===== config.mk =====
export PLATFORM = sky130hd
export DESIGN_NAME = sha_block_sequencer
export DESIGN_NICKNAME = d
export VERILOG_FILES = /design/src/rtl/sha_seq_pkg.sv /design/src/rtl/sha_seq_watchdog.sv /design/src/rtl/sha_block_sequencer.sv
export SDC_FILE = /design/constraint.sdc
export NUM_CORES = 1
export LEC_CHECK = 0
export CAP_MARGIN = 40
export CORE_AREA = 2 2 540 542
export CTS_CLUSTER_DIAMETER = 40
export DETAILED_ROUTE_END_ITERATION = 8
export DIE_AREA = 0 0 542 544
export PLACE_DENSITY = 0.31
export SYNTH_ARGS = -nofsm -noshare
export SYNTH_HDL_FRONTEND = slang
export SYNTH_HIERARCHICAL = 1
export SYNTH_SLANG_ARGS = --single-unit
export TNS_END_PERCENT = 50

===== constraint.sdc =====
create_clock -name sys_clk -period 1.79 [get_ports sys_clk]
set_input_delay 0.358 -clock sys_clk [delete_from_list [all_inputs] [get_ports sys_clk]]
set_output_delay 0.358 -clock sys_clk [all_outputs]
set_load 0.005 [all_outputs]

===== src/rtl/sha_seq_pkg.sv =====
// Shared types and constants for the SHA-1 block sequencer.
// Also carries the SHA-1 initial hash values, with H0 in the low word.
package sha_seq_pkg;

    localparam int BLOCK_W_DEF  = 512;
    localparam int DIGEST_W_DEF = 160;
    localparam int CNT_W_DEF    = 16;

    typedef enum logic [1:0] {
        IDLE  = 2'd0,
        START = 2'd1,
        WAIT  = 2'd2
    } seq_state_t;

    localparam logic [31:0] SHA1_H0 = 32'h67452301;
    localparam logic [31:0] SHA1_H1 = 32'hEFCDAB89;
    localparam logic [31:0] SHA1_H2 = 32'h98BADCFE;
    localparam logic [31:0] SHA1_H3 = 32'h10325476;
    localparam logic [31:0] SHA1_H4 = 32'hC3D2E1F0;
    localparam logic [159:0] SHA1_IV = {SHA1_H4, SHA1_H3, SHA1_H2, SHA1_H1, SHA1_H0};

endpackage


===== src/rtl/sha_seq_watchdog.sv =====
// Wait-cycle counter for the sequencer's core_done timeout.
// Expire fires in the WAIT cycle whose increment would bring the count to TIMEOUT-1.
module sha_seq_watchdog #(
    parameter int TIMEOUT = 1024
) (
    input  logic clk,
    input  logic rst_n,
    input  logic clr,
    input  logic en,
    output logic expire
);

    localparam int CW = (TIMEOUT > 2) ? $clog2(TIMEOUT) : 1;

    logic [CW-1:0] cnt_r;

    assign expire = en && (cnt_r == CW'(TIMEOUT - 2));

    // Cycle counter: cleared before WAIT, counts while enabled
    always_ff @(posedge clk or negedge rst_n) begin
        if (!rst_n) begin
            cnt_r <= '0;
        end else if (clr) begin
            cnt_r <= '0;
        end else if (en && !expire) begin
            cnt_r <= cnt_r + CW'(1);
        end else begin
            cnt_r <= cnt_r;
        end
    end

endmodule


===== src/rtl/sha_block_sequencer.sv =====
// Sequences the SHA-1 core over multi-block messages and latches the final digest.
// Optional core_done timeout: define SHA_SEQ_TIMEOUT_EN.
module sha_block_sequencer
    import sha_seq_pkg::*;
#(
    parameter int BLOCK_W  = BLOCK_W_DEF,
    parameter int DIGEST_W = DIGEST_W_DEF,
    parameter int CNT_W    = CNT_W_DEF,
    parameter int TIMEOUT  = 1024
) (
    input  logic                sys_clk,
    input  logic                sys_rst,
    input  logic [BLOCK_W-1:0]  blk_data,
    input  logic                blk_empty,
    input  logic                blk_last,
    input  logic                abort,
    output logic                blk_rd,
    output logic [BLOCK_W-1:0]  core_block,
    output logic                core_start,
    output logic                core_init,
    input  logic                core_done,
    input  logic [DIGEST_W-1:0] core_digest,
    output logic [DIGEST_W-1:0] digest,
    output logic                digest_valid,
    output logic                busy,
    output logic [CNT_W-1:0]    blk_count,
    output logic                err
);

    seq_state_t          state_r, next_state_s;
    logic                first_flag_r, last_flag_r;
    logic [BLOCK_W-1:0]  core_block_r;
    logic                core_init_r;
    logic [DIGEST_W-1:0] digest_r;
    logic                digest_valid_r;
    logic [CNT_W-1:0]    blk_count_r;
    logic                busy_r;
    logic                blk_rd_s, core_start_s, done_s, timeout_s, first_start_s;

`ifdef SHA_SEQ_TIMEOUT_EN
    logic wd_expire_s;
    logic err_r;

    sha_seq_watchdog #(.TIMEOUT(TIMEOUT)) u_watchdog (
        .clk    (sys_clk),
        .rst_n  (sys_rst),
        .clr    (state_r == START),
        .en     (state_r == WAIT),
        .expire (wd_expire_s)
    );

    // core_done arriving on the expiry cycle still counts as a completion
    assign timeout_s = wd_expire_s && !core_done && !abort;

    // Sticky timeout flag, cleared only by a first-block launch
    always_ff @(posedge sys_clk or negedge sys_rst) begin
        if (!sys_rst) begin
            err_r <= 1'b0;
        end else if (first_start_s) begin
            err_r <= 1'b0;
        end else if (timeout_s) begin
            err_r <= 1'b1;
        end else begin
            err_r <= err_r;
        end
    end

    assign err = err_r;
`else
    assign timeout_s = 1'b0;
    assign err       = 1'b0;
`endif

    // State register
    always_ff @(posedge sys_clk or negedge sys_rst) begin
        if (!sys_rst) begin
            state_r <= IDLE;
        end else begin
            state_r <= next_state_s;
        end
    end

    // Next-state logic; abort overrides every transition
    always_comb begin
        next_state_s = state_r;
        if (abort) begin
            next_state_s = IDLE;
        end else begin
            case (state_r)
                IDLE:    next_state_s = blk_empty ? IDLE : START;
                START:   next_state_s = WAIT;
                WAIT:    next_state_s = (core_done || timeout_s) ? IDLE : WAIT;
                default: next_state_s = IDLE;
            endcase
        end
    end

    // Strobes decoded from the current state
    always_comb begin
        blk_rd_s      = 1'b0;
        core_start_s  = 1'b0;
        done_s        = 1'b0;
        if (abort) begin
            blk_rd_s     = 1'b0;
        end else begin
            case (state_r)
                IDLE:    blk_rd_s     = !blk_empty;
                START:   core_start_s = 1'b1;
                WAIT:    done_s       = core_done;
                default: blk_rd_s     = 1'b0;
            endcase
        end
        first_start_s = core_start_s && first_flag_r;
    end

    // Fetch capture and message-boundary flags
    always_ff @(posedge sys_clk or negedge sys_rst) begin
        if (!sys_rst) begin
            core_block_r <= '0;
            core_init_r  <= 1'b0;
            last_flag_r  <= 1'b0;
            first_flag_r <= 1'b1;
        end else begin
            if (blk_rd_s) begin
                core_block_r <= blk_data;
                core_init_r  <= first_flag_r;
                last_flag_r  <= blk_last;
            end else begin
                core_block_r <= core_block_r;
                core_init_r  <= core_init_r;
                last_flag_r  <= last_flag_r;
            end
            if (abort || timeout_s) begin
                first_flag_r <= 1'b1;
            end else if (done_s) begin
                first_flag_r <= last_flag_r;
            end else begin
                first_flag_r <= first_flag_r;
            end
        end
    end

    // Digest, valid flag, block counter and busy
    always_ff @(posedge sys_clk or negedge sys_rst) begin
        if (!sys_rst) begin
            digest_r       <= '0;
            digest_valid_r <= 1'b0;
            blk_count_r    <= '0;
            busy_r         <= 1'b0;
        end else begin
            busy_r <= (next_state_s != IDLE);
            if (first_start_s) begin
                blk_count_r    <= '0;
                digest_valid_r <= 1'b0;
                digest_r       <= digest_r;
            end else if (done_s) begin
                blk_count_r    <= blk_count_r + CNT_W'(1);
                digest_valid_r <= digest_valid_r | last_flag_r;
                digest_r       <= last_flag_r ? core_digest : digest_r;
            end else begin
                blk_count_r    <= blk_count_r;
                digest_valid_r <= digest_valid_r;
                digest_r       <= digest_r;
            end
        end
    end

    assign blk_rd       = blk_rd_s;
    assign core_start   = core_start_s;
    assign core_block   = core_block_r;
    assign core_init    = core_init_r;
    assign digest       = digest_r;
    assign digest_valid = digest_valid_r;
    assign blk_count    = blk_count_r;
    assign busy         = busy_r;

endmodule

# Word level (Yosys, flattened, before mapping)
# Index checks and enable logic that the tools add are counted.
# W data, S select, Z words.
[classes]
add_sub_neg = 1
n_mul = 0
div = 0
n_lt_le_gt_ge = 0
n_eq_ne = 2
n_shift = 0
n_mux = 16
bitwise = 2
n_reduce_logical = 7
[op_table]
columns = ["operator", "n"]
rows = [
  ["$mux W16", 2],
  ["$add A16 B1 Y16 const B", 1],
  ["$mux W1", 11],
  ["$pmux W2 S3", 1],
  ["$reduce_bool A2 Y1", 3],
  ["$mux W2", 2],
  ["$reduce_and A3 Y1", 1],
  ["$eq A2 B1 Y1 const B", 1],
  ["$eq A2 B2 Y1 const B", 1],
  ["$logic_not A2 Y1", 1],
  ["$logic_and A1 B1 Y1", 1],
  ["$logic_not A1 Y1", 1],
  ["$not A1 Y1", 1],
  ["$or A1 B1 Y1", 1],
]
[word_totals]
register_bits = 695
latch_bits = 0
mem_bits_rw = 0
rom_bits = 0
in_bits = 678
out_inout_bits = 694
wordCells = 37
n_memories = 0

# Depth between registers and ports, before layout
# Gate-level depths: netlist of the first run.
[logic_depth]
word_depth = 6
mapped_depth = 8
ltp_nobuf = 5

# Worst setup path before layout of the first run
# No wires, ideal clock.
[synth_path]
path_type = "register to output"
start = "register state_r[0]"
end = "output port blk_rd"
arrival_ns = 1.409
required_time_ns = 1.432
slack_ns = 0.023
stages_incl_launch_ff = 6
n_path_buf = 3
path_cell_list = "dfrtp_1 or4_1 clkbuf_1 inv_2 buf_6 buf_2"
[synth_via]
elab_chain_cells = 3
[synth_rtl]
columns = ["element", "line", "source"]
rows = [
  ["from (decl)", "sha_block_sequencer.sv:30", "seq_state_t state_r, next_state_s;"],
  ["from (signal assigned)", "sha_block_sequencer.sv:79", "state_r <= next_state_s;"],
  ["$logic_not A2 Y1", "sha_block_sequencer.sv:106", "case (state_r)"],
  ["$mux W1", "sha_block_sequencer.sv:106", ""],
  ["$mux W1", "sha_block_sequencer.sv:103", "if (abort) begin"],
  ["to (decl)", "sha_block_sequencer.sv:17", "output logic blk_rd,"],
]
# Every way passes these cells.

# Worst setup path in the final report of the first run
[layout_path]
start = "register state_r[1]"
end = "output port blk_rd"
# Same word-level chain as after synthesis.

==> impl_results.md, run 1 <==
* Setup-failing EPs final at approximately 680
* H-tree levels at 4
* Reg2reg start: state_r[1]$_DFF_PN0_
* F_max at 445 MHz
* DR WL/cell at between 20 and 25 um
* Reg2reg end: core_block[410]$_DFFE_PN0P_
* Area after DPL at between 0.04 and 0.05 mm2
* Area growth, synth to finish at 112%
* Setup ws final at -0.460 ns
* Global-route wire length before repair at between 200000 and 250000 um
* Synth area leaders: dfrtp_1 (65%), nand2_1 (22%), mux2_1 (3.8%)
* Worst vdd ir at just under 0.7 mV
* Routed vias/inst at roughly 3.1
* P_sw at between 15 and 20 mW
* Comb power frac at 0.191
* Vias in the first global route at approximately 28k
* Total routed wirelength at 186000 um
* CP Max Fanout at 2
* Reg2Reg Depth at 10
* Die Y at around 540 um
* Fillers at around 32k
* Failing checks: setup timing
* CTS root buffer: clkbuf_16
* 1st-pass router iterations at 5
* GRT Util Overall at 0.114
* RSZ-0062 raised after global routing: yes
* Core Rows at between 150 and 200
* Clock share of power at 0.517
* Final Cell Area at approximately 0.056 mm2
* Clock skew at approximately 0.063 ns
* Hold Crit Class: in2reg
* PortBufs at around 1.4k
* CTS buffer count at 198
* Clock Tree Buf Depth at 4
* Period utilization at 1.26
* Startpoint Class: flip-flop
* Max-Slew Margin vs Limit at 0.627
* Clock latency on the worst-skew pair at ~0.85 ns
* Crit Path Class: reg2out
* Worst Tran Pin Value at about 0.56 ns
* Final hold violations at 0
* Final worst path period need at 2.25 ns
* Proportion of layout cells with a drive suffix above 1 at 0.320
* Int Power at slightly above 50 mW
* Leakage power at approximately 27 nW
* Clk sink count at just under 700
* Hold depth at 3
* Hold EP: core_block[135]$_DFFE_PN0P_
* Pwr dens at 1250 mW/mm2
* Yosys reg bits at roughly 700
* Yosys top cell by area: dfrtp_1
* Status: complete, but fails checks
* Initial antenna violation count at 85
* Drt drc at 0
* CP required at approximately 1.4 ns
* Post-synth top area share at 0.653
* Sequential element share of the synthesized area at 0.654
* Critical Path Sink Type: primary output
* Starting DRT DRC Count at around 1.2k
* Hold Startpoint: blk_data[135]
* ANT nets after route at 0
* Most frequent cells after synthesis: nand2_1 (1549), dfrtp_1 (694), mux2_1 (90)
* Post-synth ARST share at 1.00
* CP startpoint: state_r[1]$_DFF_PN0_
* Cells after synthesis at about 2.6k
* Final number of max-transition violations at 0
* Main flop type after synthesis: dfrtp_1
* Reg2Reg Setup Slack at -0.30 ns
* Die area at roughly 0.29 mm2
* Die width at ~540 um
* CTS tree: done
* Largest net degree at the start of global routing at 90
* Via count at approximately 27k
* Final RePlAce weighted congestion at 0.828
* Max_cap viols at 0
* Fin nets at ~5.3k
* Starting Density at 0.0919
* Setup TNS at -114.58 ns
* Mapped Area at roughly 0.027 mm2
* DP HPWL at 136000 um
* Ports at ~1.4k
* Syn avg cell area at between 10 and 15 um2
* Overflow after GRT at 0
* Most common cell in the netlist: nand2_1
* Number of enable flip-flop cells after synthesis at 0
* Yosys cell types at 40
* Post-synth net total at about 3.3k
* Clock transition at path regs at roughly 0.05 ns
* Core Region at around 0.29 mm2
* YS warnings at 6
* CP arrival at 1.89 ns
* Sw Share at 0.283
* Seq pwr share at 0.292
[how the worst max path moves through the flow]
stage | to | slack, ns | depth (start not counted)
floorplan | blk_rd | 0.02 | 5
global placement | digest[147]$_DFFE_PN0P_ | -0.76 | 7
detailed placement | digest[148]$_DFFE_PN0P_ | -0.77 | 7
CTS | blk_rd | -0.61 | 3
global route | blk_rd | -0.58 | 3
finish | blk_rd | -0.46 | 3
[metal layers]
| metal | global-route usage | part of all wire | vias to the layer above |
|---|---|---|---|
| met5 | 0 | 0.0024 | - |
| met2 | 0.180 | 0.46 | 1212 |
| met4 | 0.0303 | 0.023 | 66 |
| li1 | - | - | 12300 |
| met1 | 0.131 | 0.40 | 12700 |
| met3 | 0.0630 | 0.12 | 300 |
[layout make-up]
cell class | count | area, um2 | area share
timing repair buffer | 1952 | 18700 | 0.332
sequential | 695 | 17400 | 0.309
multi-input combinational | 1782 | 8510 | 0.151
clock buffer | 261 | 5580 | 0.0991
tap | 3800 | 4750 | 0.0844
clock inverter | 94 | 1250 | 0.0221
antenna | 34 | 85.1 | 0.00151
inverter | 4 | 22.5 | 0.000400
[state kept, by name (all words and copies together), names as in the netlist]
name and flops:
core_init 1, state_r 2, first_flag_r 1, core_block 512, digest 160, busy 1, blk_count 16, last_flag_r 1
digest_valid 1
[kinds of logic after synthesis]
group | count (synthesis) | synth area share
simple gates | 1596 | 0.229
buf+inv | 141 | 0.0419
other cells | 1 | 0.000141
compound gates | 8 | 0.00165
xor+xnor | 11 | 0.00362
fa+ha+maj | 1 | 0.000471
mux | 163 | 0.0690
flops | 695 | 0.654
[placed cells by master (no fill, tap or decap), drive strengths merged, types with 2 or more instances in the layout]
master / count
o21ai: 3
nand2: 1552
clkbuf: 299
clkinv: 53
clkinvlp: 16
diode: 34
nor2: 15
clkdlybuf4s50: 676
dlygate4sd3: 261
a21oi: 4
clkdlybuf4s15: 2
or3: 2
nor2b: 2
nand3: 6
dfrtp: 694
nor4: 4
nor3: 5
bufinv: 20
nand4: 4
buf: 975
mux2: 162
xnor2: 9
inv: 9
xor2: 2
[timing repair]
item | 4_1_cts | 5_1_grt
pin swaps | 3 | 29
endpoints found under the hold margin | 873 | 0
setup buffers | 91 | 32
setup endpoints to repair | 1354 | 1059
cloned | 7 | 48
gates resized for setup | 3200 | 218
hold buffers | 261 | 0
[per-stage QoR]
stage / total power [mW] / utilization / setup WS, ns / std cells / hold WS (ns)
6_report: 70.3 / 0.195 / -0.460 / 8622 / 0.0958
5_1_grt: 73.9 / 0.194 / -0.581 / 8592 / 0.0320
4_1_cts: 71.2 / 0.187 / -0.606 / 8509 / 0.0000250
3_5_place_dp: 34.3 / 0.157 / -0.771 / 7798 / 0.305
3_3_place_gp: 34.3 / 0.157 / -0.763 / 7798 / 0.304
2_1_floorplan: 23.2 / - / 0.0226 / 2616 / 0.0624
[power groups by stage]
stage	combinational, mW	sequential (mW)	clock [mW]
6_report	13.4	20.5	36.4
5_1_grt	14.7	20.9	38.4
4_1_cts	13.2	20.5	37.5
3_5_place_dp	13.7	20.5	0
3_3_place_gp	13.8	20.5	0
2_1_floorplan	2.77	20.5	0
[critical path, stage by stage, from the launching register on]
cell	delay (ns)
dfrtp_1	0.40
or4_4	0.54
inv_8	0.07
buf_6	0.09
No activity file was read; power rests on OpenSTA's default activity.
==> run 2, diff against run 1 <==
GPL_ROUTABILITY_DRIVEN = 0   (was unset)
SKIP_CTS_REPAIR_TIMING = 1   (was unset)
==> run 2 against run 1 <==
Effect of this change:
- the run still ends with setup timing left
- flip-flop and latch count unchanged
- clock skew up 0.0037 ns
- sequential share of layout area up 2.1 points
- critical endpoint unchanged
==> impl_results.md, run 2 (synthesis gave the netlist of run 1 again) <==
* Ports at 1372 (unchanged)
* Status: complete, but fails checks (unchanged)
* Critical Path Sink Type: primary output (unchanged)
* Final Util at 0.182 (was 0.195)
* Reg2Reg Setup Slack at -0.22 ns (was -0.30 ns)
* Area after DPL at 0.0455 mm2 (unchanged)
* Max_cap viols at 0 (unchanged)
* ANT nets after route at 0 (unchanged)
* Final number of max-transition violations at 0 (unchanged)
* Reg2Reg Depth at 8 (was 10)
* Setup-failing EPs final at 666 (was 677)
* Clock Tree Buf Depth at 4 (unchanged)
* Largest register FFs at 512 (unchanged)
* CTS root buffer: clkbuf_16 (unchanged)
* Initial antenna violation count at 88 (was 85)
* CP required at 1.43 ns (about the same)
* Hold Crit Class: in2reg (unchanged)
* Tot Pwr at 69.3 mW (was 70.3 mW)
* Die width at 542 um (unchanged)
* Starting Density at 0.0919 (unchanged)
* Fin nets at 5046 (was 5312)
* Pre-CTS setup slack at -0.771 ns (unchanged)
* F_max at 417 MHz (was 445 MHz)
* Crit Path Class: reg2out (unchanged)
* RSZ-0062 raised after global routing: yes (unchanged)
* Final worst path period need at 2.40 ns (was 2.25 ns)
* Core Rows at 198 (unchanged)
* Max-Slew Margin vs Limit at 0.630 (was 0.627)
* Most Used Layer, Global Route: met2 (unchanged)
* Hold Startpoint: blk_data[186] (was blk_data[135])
* Starting DRT DRC Count at 1115 (was 1222)
* Clock transition at path regs at 0.04 ns (was 0.05 ns)
* Worst Tran Pin Value at 0.556 ns (was 0.559 ns)
* Overflow after GRT at 0 (unchanged)
* Final hold violations at 0 (unchanged)
* 1st-pass router iterations at 5 (unchanged)
* Reg2reg start: state_r[1]$_DFF_PN0_ (unchanged)
* Die Y at 544 um (unchanged)
* Reg2reg end: core_block[308]$_DFFE_PN0P_ (was core_block[410]$_DFFE_PN0P_)
* Vias in the first global route at 26.8k (was 28.4k)
* H-tree levels at 4 (unchanged)
* Hold depth at 3 (unchanged)
* GR Util met3 at 0.0681 (was 0.0630)
* Period utilization at 1.34 (was 1.26)
* Largest net degree at the start of global routing at 90 (unchanged)
* Routed vias/inst at 3.03 (was 3.08)
* Total routed wirelength at 173000 um (was 186000 um)
* Fillers at 32.2k (was 32.0k)
* Met1 Use GR at 0.125 (was 0.131)
* GRT Util Overall at 0.111 (was 0.114)
* PortBufs at 1370 (unchanged)
* Failing checks: setup timing (unchanged)
* Clock latency on the worst-skew pair at 0.85 ns (about the same)
* Most frequent cells in the layout: nand2_1 (1548), dfrtp_1 (677), clkdlybuf4s50_1 (677) (was nand2_1 (1462), dfrtp_1 (679), clkdlybuf4s50_1 (676))
* Pwr dens at 1310 mW/mm2 (was 1250 mW/mm2)
* CP Max Fanout at 3 (was 2)
* Proportion of layout cells with a drive suffix above 1 at 0.292 (was 0.320)
* Drt drc at 0 (unchanged)
* Via count at 25.3k (was 26.6k)
* Worst vdd ir at 0.681 mV (was 0.691 mV)
* Die area at 0.295 mm2 (unchanged)
* Core Region at 0.289 mm2 (unchanged)
* Commonest non-fill, non-tap cell in the layout: nand2_1 (unchanged)
* Clk sink count at 695 (unchanged)
* Hold EP: core_block[186]$_DFFE_PN0P_ (was core_block[135]$_DFFE_PN0P_)
* Global routing usage on met2 at 0.174 (was 0.180)
* DR WL/cell at 20.7 um (was 21.5 um)
* Setup ws final at -0.608 ns (was -0.460 ns)
* Startpoint Class: flip-flop (unchanged)
* CTS tree: done (unchanged)
* CP arrival at 2.04 ns (was 1.89 ns)
* Global-route wire length before repair at 229000 um (was 235000 um)
* Leakage power at 26.5 nW (was 27.3 nW)
* CTS buffer count at 198 (unchanged)
* Area growth, synth to finish at 98.4% (was 112%)
* DP HPWL at 136000 um (unchanged)
* Worst hold margin at 0.0454 ns (was 0.0958 ns)
* Final Cell Area at 0.0527 mm2 (was 0.0563 mm2)
* Clock skew at 0.0665 ns (was 0.0629 ns)
## run 2: cell types whose count changed in the layout (fill, tap and decap cells not counted), moves of 30 or more
cell | previous run | this run
buf_6 | 261 | 216
dlymetal6s2s_1 | 0 | 90
dlygate4sd3_1 | 261 | 40
nand2_2 | 71 | 1
buf_4 | 180 | 233
buf_2 | 444 | 6
clkbuf_2 | 0 | 378
nand2_1 | 1462 | 1548
clkbuf_16 | 238 | 208
## run 2: stage by stage
step	setup TNS, ns	cells
finish	-77.01	8354
CTS	-351.90	8153
global route	-160.02	8325
global placement	-371.26	7798
floorplan	0	2616
detailed placement	-363.01	7798
## run 2: where the power goes
group	internal (mW)	switching, mW	leakage (nW)
Sequential	18.6	1.88	8.78
Clock	24.7	11.7	3.32
Combinational	6.56	5.92	14.4
## run 2: worst max path at each step
stage	end	cells past startpoint	start	slack, ns
5_1_grt	blk_rd	4	state_r[1]$_DFF_PN0_	-0.74
3_3_place_gp	digest[147]$_DFFE_PN0P_	7	abort	-0.76
2_1_floorplan	blk_rd	5	state_r[0]$_DFF_PN0_	0.02
6_report	blk_rd	4	state_r[1]$_DFF_PN0_	-0.61
4_1_cts	core_start	4	state_r[1]$_DFF_PN0_	-1.10
3_5_place_dp	digest[148]$_DFFE_PN0P_	7	abort	-0.77
## run 2: critical path, stage by stage (launching register included)
cell and delay [ns]:
dfrtp_1 0.38, buf_6 0.12, or4_4 0.56, inv_8 0.10
buf_6 0.10
## run 2: layout make-up
| cell class | instances | area, um2 | area share |
|---|---|---|---|
| diodes | 32 | 80.1 | 0.00152 |
| clock buffers | 261 | 5580 | 0.106 |
| clock inverters | 94 | 1250 | 0.0237 |
| inverters | 4 | 22.5 | 0.000427 |
| multi-input cells | 1780 | 8210 | 0.156 |
| flip-flops and latches | 695 | 17400 | 0.330 |
| well taps | 3800 | 4750 | 0.0901 |
| repair buffers | 1688 | 15400 | 0.293 |
## run 2: layer usage
metal / wire [um] / up-vias
li1: - / 11700
met1: 68700 / 12100
met2: 76900 / 1194
met3: 22700 / 308
met4: 4260 / 66
met5: 434 / -
